**src/rtl/inst_fetch_queue.sv**
```systemverilog
// inst_fetch_queue
// Instruction fetch front end between the decode side and inst_rom. Owns the
// fetch PC, drives the ROM address/chip-enable and buffers fetched {pc, inst}
// pairs in a small prefetch FIFO so fetch runs ahead while decode is stalled.
// A taken branch empties the queue and redirects fetch.
//
// Ports
//   clk              system clock, rising edge
//   rst              synchronous active-high reset
//   rom_addr_o       instruction address to inst_rom
//   rom_ce_o         ROM chip enable; a fetch happens every cycle it is 1
//   rom_data_i       instruction from inst_rom, combinational on rom_addr_o
//   if_valid_o       queue head is valid
//   if_pc_o          PC of the queue head (0 when empty)
//   if_inst_o        instruction of the queue head (0 when empty)
//   if_ready_i       consumer accepts the head this cycle
//   branch_flag_i    taken branch / redirect, one-cycle pulse
//   branch_target_i  redirect address, low two bits ignored
module inst_fetch_queue #(
   parameter int          DEPTH    = 4,
   parameter logic [31:0] RESET_PC = 32'h0000_0000
) (
   input  logic        clk,
   input  logic        rst,
   output logic [31:0] rom_addr_o,
   output logic        rom_ce_o,
   input  logic [31:0] rom_data_i,
   output logic        if_valid_o,
   output logic [31:0] if_pc_o,
   output logic [31:0] if_inst_o,
   input  logic        if_ready_i,
   input  logic        branch_flag_i,
   input  logic [31:0] branch_target_i
);

   localparam int PW = $clog2(DEPTH);
   localparam int CW = PW + 1;

   logic [31:0]   r_fetch_pc;
   logic [CW-1:0] r_count;
   logic [PW-1:0] r_rd_ptr;
   logic [PW-1:0] r_wr_ptr;
   logic [31:0]   r_pc_mem   [DEPTH];
   logic [31:0]   r_inst_mem [DEPTH];

   logic          w_empty;
   logic          w_full;
   logic          w_pop;
   logic          w_fetch;
   logic [31:0]   w_target;

   assign w_empty  = (r_count == '0);
   assign w_full   = (r_count == CW'(DEPTH));
   // Masking with the full word keeps every target bit in use while forcing
   // word alignment.
   assign w_target = branch_target_i & ~32'h0000_0003;

   // Outputs are forced to zero during reset, even though the registers only
   // clear on the edge.
   assign if_valid_o = ~rst & ~w_empty & ~branch_flag_i;
   assign w_pop      = if_valid_o & if_ready_i;
   // A pop frees the slot in the same cycle, so a full queue still fetches.
   assign w_fetch    = ~rst & ~branch_flag_i & (~w_full | w_pop);

   assign rom_ce_o   = w_fetch;
   assign rom_addr_o = rst ? 32'h0 : r_fetch_pc;
   assign if_pc_o    = (rst | w_empty) ? 32'h0 : r_pc_mem[r_rd_ptr];
   assign if_inst_o  = (rst | w_empty) ? 32'h0 : r_inst_mem[r_rd_ptr];

   always_ff @(posedge clk) begin
      if (rst) begin
         r_fetch_pc <= RESET_PC;
         r_count    <= '0;
         r_rd_ptr   <= '0;
         r_wr_ptr   <= '0;
         for (int i = 0; i < DEPTH; i++) begin
            r_pc_mem[i]   <= 32'h0;
            r_inst_mem[i] <= 32'h0;
         end
      end else if (branch_flag_i) begin
         r_fetch_pc <= w_target;
         r_count    <= '0;
         r_rd_ptr   <= '0;
         r_wr_ptr   <= '0;
      end else begin
         if (w_fetch) begin
            r_pc_mem[r_wr_ptr]   <= r_fetch_pc;
            r_inst_mem[r_wr_ptr] <= rom_data_i;
            r_wr_ptr             <= r_wr_ptr + PW'(1);
            r_fetch_pc           <= r_fetch_pc + 32'd4;
         end
         if (w_pop) begin
            r_rd_ptr <= r_rd_ptr + PW'(1);
         end
         case ({w_fetch, w_pop})
            2'b10:   r_count <= r_count + CW'(1);
            2'b01:   r_count <= r_count - CW'(1);
            default: r_count <= r_count;
         endcase
      end
   end

endmodule

```
**config.mk**
```make
export PLATFORM = sky130hd
export DESIGN_NAME = inst_fetch_queue
export DESIGN_NICKNAME = d
export VERILOG_FILES = /design/src/rtl/inst_fetch_queue.sv
export SDC_FILE = /design/constraint.sdc
export NUM_CORES = 1
export LEC_CHECK = 0
export CORE_UTILIZATION = 45
export DETAILED_ROUTE_END_ITERATION = 8
export GPL_ROUTABILITY_DRIVEN = 0
export PLACE_DENSITY = 0.67
export SYNTH_ARGS = -nofsm -noshare
export SYNTH_HDL_FRONTEND = slang
export SYNTH_SLANG_ARGS = --single-unit
```
**constraint.sdc**
```tcl
create_clock -name clk -period 12.55 [get_ports clk]
set_input_delay 3.1375 -clock clk [delete_from_list [all_inputs] [get_ports clk]]
set_output_delay 3.1375 -clock clk [all_outputs]
set_load 0.01 [all_outputs]
```
* Yosys cells after proc, flatten, opt, wreduce, memory -nomap -nowiden *
Memory sizes are Yosys's and may differ from the RTL's. A register that Yosys moved wholly into a read port is not among the register bits.
Cells that the tools add are included.

cells by class
  $add $sub $neg = 5
  equality and inequality tests = 3
  muxes and demuxes = 22
  bitwise gates (word level) = 11
  reductions and logical operators = 6

operator list
  cell                                                  count
  2-to-1 mux 32 bit                                     7
  OR reduction 32 bit                                   2
  adder 32 x 3 -> 32 bit (second input constant)        1
  2-to-1 mux 2 bit                                      6
  2-to-1 mux 1 bit                                      8
  case mux 3 bit (2 select lines)                       1
  AND 1 bit                                             5
  adder 2 x 1 -> 2 bit (second input constant)          2
  inverter 1 bit                                        4
  nonzero test 2 bit                                    2
  adder 3 x 1 -> 3 bit (second input constant)          1
  equality test 3 bit (second input constant)           1
  logical NOT 3 bit                                     1
  subtractor 3 x 1 -> 3 bit (second input constant)     1
  equality test 2 x 1 -> 1 bit (second input constant)  1
  equality test 2 bit (second input constant)           1
  OR 1 bit                                              2
  OR reduction 2 bit                                    1

storage, ports and cells
  flip-flop bits (word level) = 39
  memory bits (writable) = 256
  bits of input ports = 68
  output and inout port bits = 98
  logic and storage cells = 54
  memories = 2

memory list
  name        depth  width  read ports  clocked after Yosys merged registers in  wr ports  line  text
  r_inst_mem  4      32     1           1                                        4         44    logic [31:0] r_inst_mem [DEPTH];
  r_pc_mem    4      32     1           1                                        4         43    logic [31:0] r_pc_mem [DEPTH];

* Logic depth before layout (Yosys ltp) *
Gate-level depths: netlist (run 1).

  word-level depth = 13
  gate-level depth with buffers = 8

* Least setup slack after synthesis (run 1) *
No wires, ideal clock.

  path kind = input-to-reg
  start point = in branch_flag_i
  end point = mem r_inst_mem[3][0] (enable)
  setup time = 0.482 ns
  data arrival time = 6.876 ns
  path slack = 5.192 ns
  stages = 7
  buffers on the path = 2
  cells stage by stage = clkbuf_1 > nor2_1 > nand2_1 > inv_2 > clkbuf_1 > a21oi_1 > nor2_1

RTL lines
  element          line  text
  start, declared  32    input logic branch_flag_i,
  end, declared    44

* Final worst setup path (run 1) *
  start point = in if_ready_i
  end point = out rom_ce_o

between the ends
  longest elaborated chain between the ends = 3

RTL lines
  element          line  text
  start, declared  31    input logic if_ready_i,
  AND 1 bit        61    assign w_pop = if_valid_o & if_ready_i;
  OR 1 bit         63    assign w_fetch = ~rst & ~branch_flag_i & (~w_full | w_pop);
  AND 1 bit        63
  end, declared    26    output logic rom_ce_o,

No other way between the ends.

==> summary.md, run 1 <==
| Metric | Value |
|---|---|
| Register area share after synthesis | roughly three fifths |
| Max-Cap Viols | 0 |
| Post-cts sizing count | 0 |
| Final min period | approximately 8.7 ns |
| Main synth FF type | edfxtp_1 |
| Antenna violations before repair | 0 |
| CTS root buf | clkbuf_16 |
| R2R depth | 7 |
| CTS tree | built |
| DRC Markers | 0 |
| Highest clock rate | ~110 MHz |
| Die Ht | approximately 170 µm |
| CP required | about 9.4 ns |
| Synth Area per Inst | approximately 13 µm² |
| Area leader, netlist | edfxtp_1 |
| CP max FO | just under 60 |
| Worst Path Arrival | between 5 and 6 ns |
| #FFs+latches synth | ~290 |
| Setup Fix Bufs, Post-CTS | 0 |
| Tcrit/Tclk final | a little over two thirds |
| Total Die Area | around 0.031 mm² |
| Leak Pwr | roughly 6 nW |
| Core area | approximately 0.029 mm² |
| # rows | 62 |
| Synth cell count leaders | edfxtp_1, and2_1, and3_1 |
| RSZ-0062 raised after global routing | false |
| Startpoint types | input pin |
| Clk slew on worst S/H paths | ~0.06 ns |
| Met2 WL post-DR | 16,000 µm |
| Drt wl/cell | between 20 and 25 µm |
| Hold Fails Final Rpt | 0 |
| Clock skew | ~0.020 ns |
| Synth top area cells | edfxtp_1, mux4_2, and2_1 |
| Initial DRC count | about 740 |
| Ant diodes | 0 |
| Width of the die | roughly 170 µm |
| Power per standard cell area | ~130 mW/mm² |
| Status | completed |
| Tot GR Track Use | 21.4% |
| Congestion Overflow GR | 0 |
| Rel. slew slack | between 20% and 30% |
| Top-count cell post-synth | edfxtp_1 |
| Total power | between 2 and 2.5 mW |
| Num ports | roughly 170 |
| Final setup margin | about 3.8 ns |
| Routed Antenna Nets | 0 |
| CTS Buffer Depth | 3 |
| Vias in the first global route | 8,741 |
| Largest net degree at the start of global routing | 73 |
| YS warnings | 0 |
| Worst-skew pair later-pin latency | between 0.5 and 0.6 ns |
| First-pass GRT wire length | between 50,000 and 60,000 µm |
| IO Port Bufs | roughly 160 |
| Setup TNS | 0 ns |
| Layout fillers | about 2.4k |
| Worst hold path type | reg2reg |
| Post-synth top area share | 55.4% |
| Starting density of the core | between 40% and 50% |
| Hold Path Stages | 2 |
| Synthesized cell area | about 0.013 mm² |
| H-tree lvl count | 1 |
| Num CTS Buffers | 31 |
| Post-synth EDFFs | ~250 |
| Vias per cell | around 5.6 |
| Count of cell types in the netlist | 56 |
| DP Wirelength | between 15,000 and 20,000 µm |
| TritonCTS Sinks | between 200 and 300 |
| Type of element capturing the critical path | primary output |
| Drt total wl | around 32,000 µm |
| Area growth, synth to finish | 20.9% |
| Final nets | approximately 1.2k |
| Place WS | about 3.8 ns |
| M1 wire length | between 10,000 and 15,000 µm |
| Hold slack | about 0.53 ns |
| DR top layer | met4 |
| Async set or reset register ratio after synthesis | 0% |
| Gate Count Post-Synth | around 1.0k |
| Crit Path Category | in2out |
| DR WL met3 | 1860 µm |
| Vias | between 8k and 9k |
| Max Slew Vio Count | 0 |
| Final setup vio count | 0 |
| Worst VDD drop | 0.113 mV |
| Share of layout cells above drive strength 1 | 12.7% |
| DR pass1 iterations | 5 |
| Slew @ Worst Pin | 1.08 ns |
| # hold bufs at CTS | 0 |
==> sequential cells by signal (all words and copies together), names as in the netlist, named ones only <==
register	cells
r_wr_ptr	2
r_fetch_pc	30
r_rd_ptr	2
r_pc_mem	120
r_count	3
r_inst_mem	128
==> through the flow <==
stage / area, µm² / instances / util (%)
2_1_floorplan: 13500 / 1015 / -
3_3_place_gp: 15300 / 1474 / 52.7
3_5_place_dp: 15300 / 1474 / 52.7
4_1_cts: 16300 / 1531 / 56.0
5_1_grt: 16300 / 1531 / 56.0
6_report: 16300 / 1531 / 56.0
==> layout by cell type, fill, tap and decap left out, drive strengths merged, types with 2 or more instances in the layout <==
| cell type | count |
|---|---|
| inv | 12 |
| a22oi | 6 |
| a32oi | 2 |
| or3 | 3 |
| xor2 | 6 |
| nand4 | 11 |
| o21ai | 10 |
| mux2 | 3 |
| mux4 | 62 |
| a21oi | 24 |
| nand2 | 31 |
| edfxtp | 248 |
| nand3 | 17 |
| nor3 | 7 |
| conb | 5 |
| o22ai | 7 |
| and3 | 119 |
| bufinv | 2 |
| a31oi | 10 |
| o211ai | 4 |
| o311ai | 2 |
| nor4 | 11 |
| xnor2 | 5 |
| nor2b | 27 |
| and2 | 187 |
| nor2 | 37 |
| clkdlybuf4s50 | 158 |
| or4 | 3 |
| buf | 13 |
| dfxtp | 39 |
| mux2i | 2 |
| clkbuf | 37 |
| clkinv | 15 |
| or2 | 4 |
==> critical path, stage by stage <==
cell and delay [ns]:
clkdlybuf4s50_1 0.55, or4b_2 0.66, buf_4 0.34, nand2_1 0.20
inv_2 0.16, clkdlybuf4s50_1 0.52
==> worst paths after layout <==
kind	from	endpoint	slack, ns
hold reg to reg	r_rd_ptr[1]	r_rd_ptr[1]	0.53
setup reg to reg	r_count[0]	r_pc_mem[3][22]	8.83
setup / recovery	if_ready_i	rom_ce_o	3.83
hold / removal	r_rd_ptr[1]	r_rd_ptr[1]	0.53
==> layer usage <==
metal / GRT usage [%] / vias up
li1: - / 3972
met1: 29.2 / 4235
met2: 36.4 / 310
met3: 2.57 / 47
met4: 5.54 / 0
met5: 0 / -
==> final cells by class <==
| type | count | area, µm² | share of cell area, % |
|---|---|---|---|
| Tap cell | 384 | 480 | 2.96 |
| Clock buffer | 37 | 818 | 5.03 |
| Multi-Input combinational cell | 622 | 4850 | 29.9 |
| Inverter | 10 | 37.5 | 0.231 |
| Timing Repair Buffer | 171 | 1680 | 10.3 |
| Clock inverter | 20 | 150 | 0.924 |
| Sequential cell | 287 | 8240 | 50.7 |
==> logic make-up (layout without fill, tap and decap cells) <==
logic type               after synthesis  after routing  synth area share [%]
other                                  2              5                0.0559
buffers and inverters                106            238                  3.15
AO/OA/AOI/OAI                         73             73                  3.45
XOR/XNOR                              11             11                 0.717
adder cells (fa/ha/maj)                2              2                 0.242
flip-flops                           287            287                  61.2
AND/OR/NAND/NOR                      464            464                  20.4
multiplexers                          67             67                  10.8
==> report_power, final <==
part           switching (mW)  total (mW)  internal (mW)
Combinational          0.0870       0.161         0.0738
Sequential             0.0282        1.11           1.09
Clock                   0.361       0.863          0.503
Total                   0.476        2.14           1.66
No activity file was read; power rests on OpenSTA's default activity.
==> inputs of run 2 (changes only) <==
==> constraint.sdc (replaced) <==
create_clock -name clk -period 8.3 [get_ports clk]
set_input_delay 2.075 -clock clk [delete_from_list [all_inputs] [get_ports clk]]
set_output_delay 2.075 -clock clk [all_outputs]
set_load 0.01 [all_outputs]
==> summary.md, run 2 (same netlist as run 1, synthesis figures left out) <==
| Metric | Value |
|---|---|
| Final nets | 1,193 (unchanged) |
| Starting density of the core | 46.3% (unchanged) |
| IO Port Bufs | 159 (unchanged) |
| Largest net degree at the start of global routing | 72 (-1.4%) |
| Largest register FFs | 128 (unchanged) |
| Area growth, synth to finish | 21.1% |
| Worst Path Arrival | 4.47 ns (-1.11 ns) |
| Cell area after layout | 0.0163 mm² (+0.16%) |
| Top cell by count, worst path | clkdlybuf4s50_1 |
| CTS Buffer Depth | 3 (unchanged) |
| DR WL met3 | 1810 µm (-2.7%) |
| Worst VDD drop | 0.175 mV (+55%) |
| CP cell instances | clkdlybuf4s50_1, or4b_2, buf_4, nand2_1, inv_2, clkdlybuf4s50_1 |
| DRC Markers | 0 (unchanged) |
| Clk slew on worst S/H paths | 0.06 ns (about the same) |
| Crit Path Category | in2out |
| TritonCTS Sinks | 287 (unchanged) |
| Antenna violations before repair | 0 (unchanged) |
| CP peak stage delay | 0.64 ns (-0.02 ns) |
| Max-Cap Viols | 0 (unchanged) |
| Power per standard cell area | 201 mW/mm² (+53%) |
| DR pass1 iterations | 8 (+3) |
| Commonest non-fill, non-tap cell in the layout | edfxtp_1 |
| Placed cell area | 0.0153 mm² (about the same) |
| DR top layer | met4 |
| R2R depth | 8 (+1) |
| Status | completed |
| Routed Antenna Nets | 0 (unchanged) |
| Vias per cell | 5.64 (+0.86%) |
| Layout Cells excl Fill | 1,531 (unchanged) |
| Setup TNS | 0 ns (unchanged) |
| Hold Path Stages | 2 (unchanged) |
| Num ports | 166 (unchanged) |
| Num CTS Buffers | 30 (-3.2%) |
| Critical path buffer and inverter count | 4 (unchanged) |
| Highest clock rate | between 150 and 200 MHz |
| Most frequent cells in the layout | edfxtp_1, and2_1, clkdlybuf4s50_1 |
| Type of element capturing the critical path | primary output |
| Reg-to-Reg End | r_inst_mem[1][16] |
| Drt total wl | 32,200 µm (-0.12%) |
| Vias | 8,638 (+0.86%) |
| Total Die Area | 0.0306 mm² (unchanged) |
| Drt wl/cell | 21.1 µm (-0.12%) |
| Rel. slew slack | 19.9% (-7.4 points) |
| Met2 WL post-DR | 15,600 µm (-2.1%) |
| Congestion Overflow GR | 0 (unchanged) |
| Final min period | between 6 and 7 ns |
| Max Slew Vio Count | 0 (unchanged) |
| First-pass GRT wire length | 50,100 µm (-0.33%) |
| Die Ht | 175 µm (unchanged) |
| Setup Fix Bufs, Post-CTS | 0 (unchanged) |
| Ant diodes | 0 (unchanged) |
| Clock skew | 0.0203 ns (+0.000667 ns) |
| Vias in the first global route | 8,764 (+0.26%) |
| Leak Pwr | 6.02 nW (+0.19%) |
| CTS tree | built |
| # rows | 62 (unchanged) |
| Tot GR Track Use | 21.3% (-0.10 points) |
| Width of the die | 175 µm (unchanged) |
| Share of layout cells above drive strength 1 | 12.6% (-0.087 points) |
| Initial DRC count | 724 (-2.0%) |
| Top reg by flops | r_inst_mem |
| Placed cell count | 1,475 (+0.068%) |
| M1 wire length | 14,200 µm (+3.5%) |
| CP required | 6.23 ns (-3.18 ns) |
| Core area | 0.0290 mm² (unchanged) |
| Biggest regs | r_inst_mem (128), r_pc_mem (120), r_fetch_pc (30) |
| RSZ-0062 raised after global routing | false |
| DP Wirelength | 17,600 µm (+2.6%) |
| Worst-skew pair later-pin latency | 0.55 ns (about the same) |
| Startpoint types | input pin |
| Hold Crit Endpoint | r_rd_ptr[1] |
| Top delay family on crit path | buffers and inverters |
| Reg2reg start | r_count[0] |
| CP max FO | 58 (unchanged) |
| Tcrit/Tclk final | between 70% and 80% |
| Final setup vio count | 0 (unchanged) |
| CTS root buf | clkbuf_16 |
| Worst hold path type | reg2reg |
| R2R setup slack | 4.36 ns (-4.47 ns) |
| Hold Startpoint | r_rd_ptr[1] |
| # hold bufs at CTS | 0 (unchanged) |
| Hold Fails Final Rpt | 0 (unchanged) |
| Post-cts sizing count | 0 (unchanged) |
| Slowest CP cell | or4b_2 |
| Slew @ Worst Pin | 1.20 ns (+0.118 ns) |
| H-tree lvl count | 1 (unchanged) |
-- run 2: cell count changes in the layout (fill, tap and decap cells not counted), sizes merged --
cell,previous run,this run
clkbuf,37,35
buf,13,14
inv,12,10
clkinv,15,16
bufinv,2,4
-- run 2: metal layers --
metal	vias up	global-route usage (%)
li1	3966	-
met1	4334	29.6
met2	298	35.4
met3	40	2.85
met4	0	5.43
met5	-	0
-- run 2: final cells by class --
cell class / instances / area, µm²
clock buffer: 35 / 791
tap: 384 / 480
fill: 2364 / 12700
clock inverter: 21 / 196
multi-input combinational: 622 / 4850
timing repair buffer: 172 / 1680
inverter: 10 / 37.5
sequential: 287 / 8240
-- run 2: worst max path at each step --
stage	to	depth (start not counted)	startpoint	slack [ns]
finish	rom_ce_o	6	if_ready_i	1.76
global route	rom_ce_o	6	if_ready_i	1.66
CTS	rom_ce_o	6	if_ready_i	1.72
detailed placement	rom_ce_o	6	if_ready_i	1.72
global placement	rom_ce_o	6	if_ready_i	1.71
floorplan	r_inst_mem[3][0]	7	branch_flag_i	2.00
-- run 2: through the flow --
stage                     hold slack (ns)  total power [mW]  worst slack [ns]  util, %
after floorplan                     0.485              1.84              2.00        -
after global placement              0.503              1.96              1.71     52.7
after detailed placement            0.512              1.96              1.72     52.7
after CTS                           0.527              3.29              1.72     56.1
after global routing                0.585              3.37              1.66     56.1
final                               0.528              3.27              1.76     56.1
-- run 2: power breakdown --
part	internal [mW]	leakage (nW)	switching, mW	total (mW)
Combinational	0.112	2.65	0.131	0.243
Clock	0.800	0.485	0.541	1.34
Sequential	1.64	2.89	0.0442	1.69
Total	2.56	6.02	0.716	3.27
-- run 2: worst min-delay path: stages, from the launching register on --
cell,delay [ns]
dfxtp_1,0.32
xor2_1,0.07
nor2_1,0.10
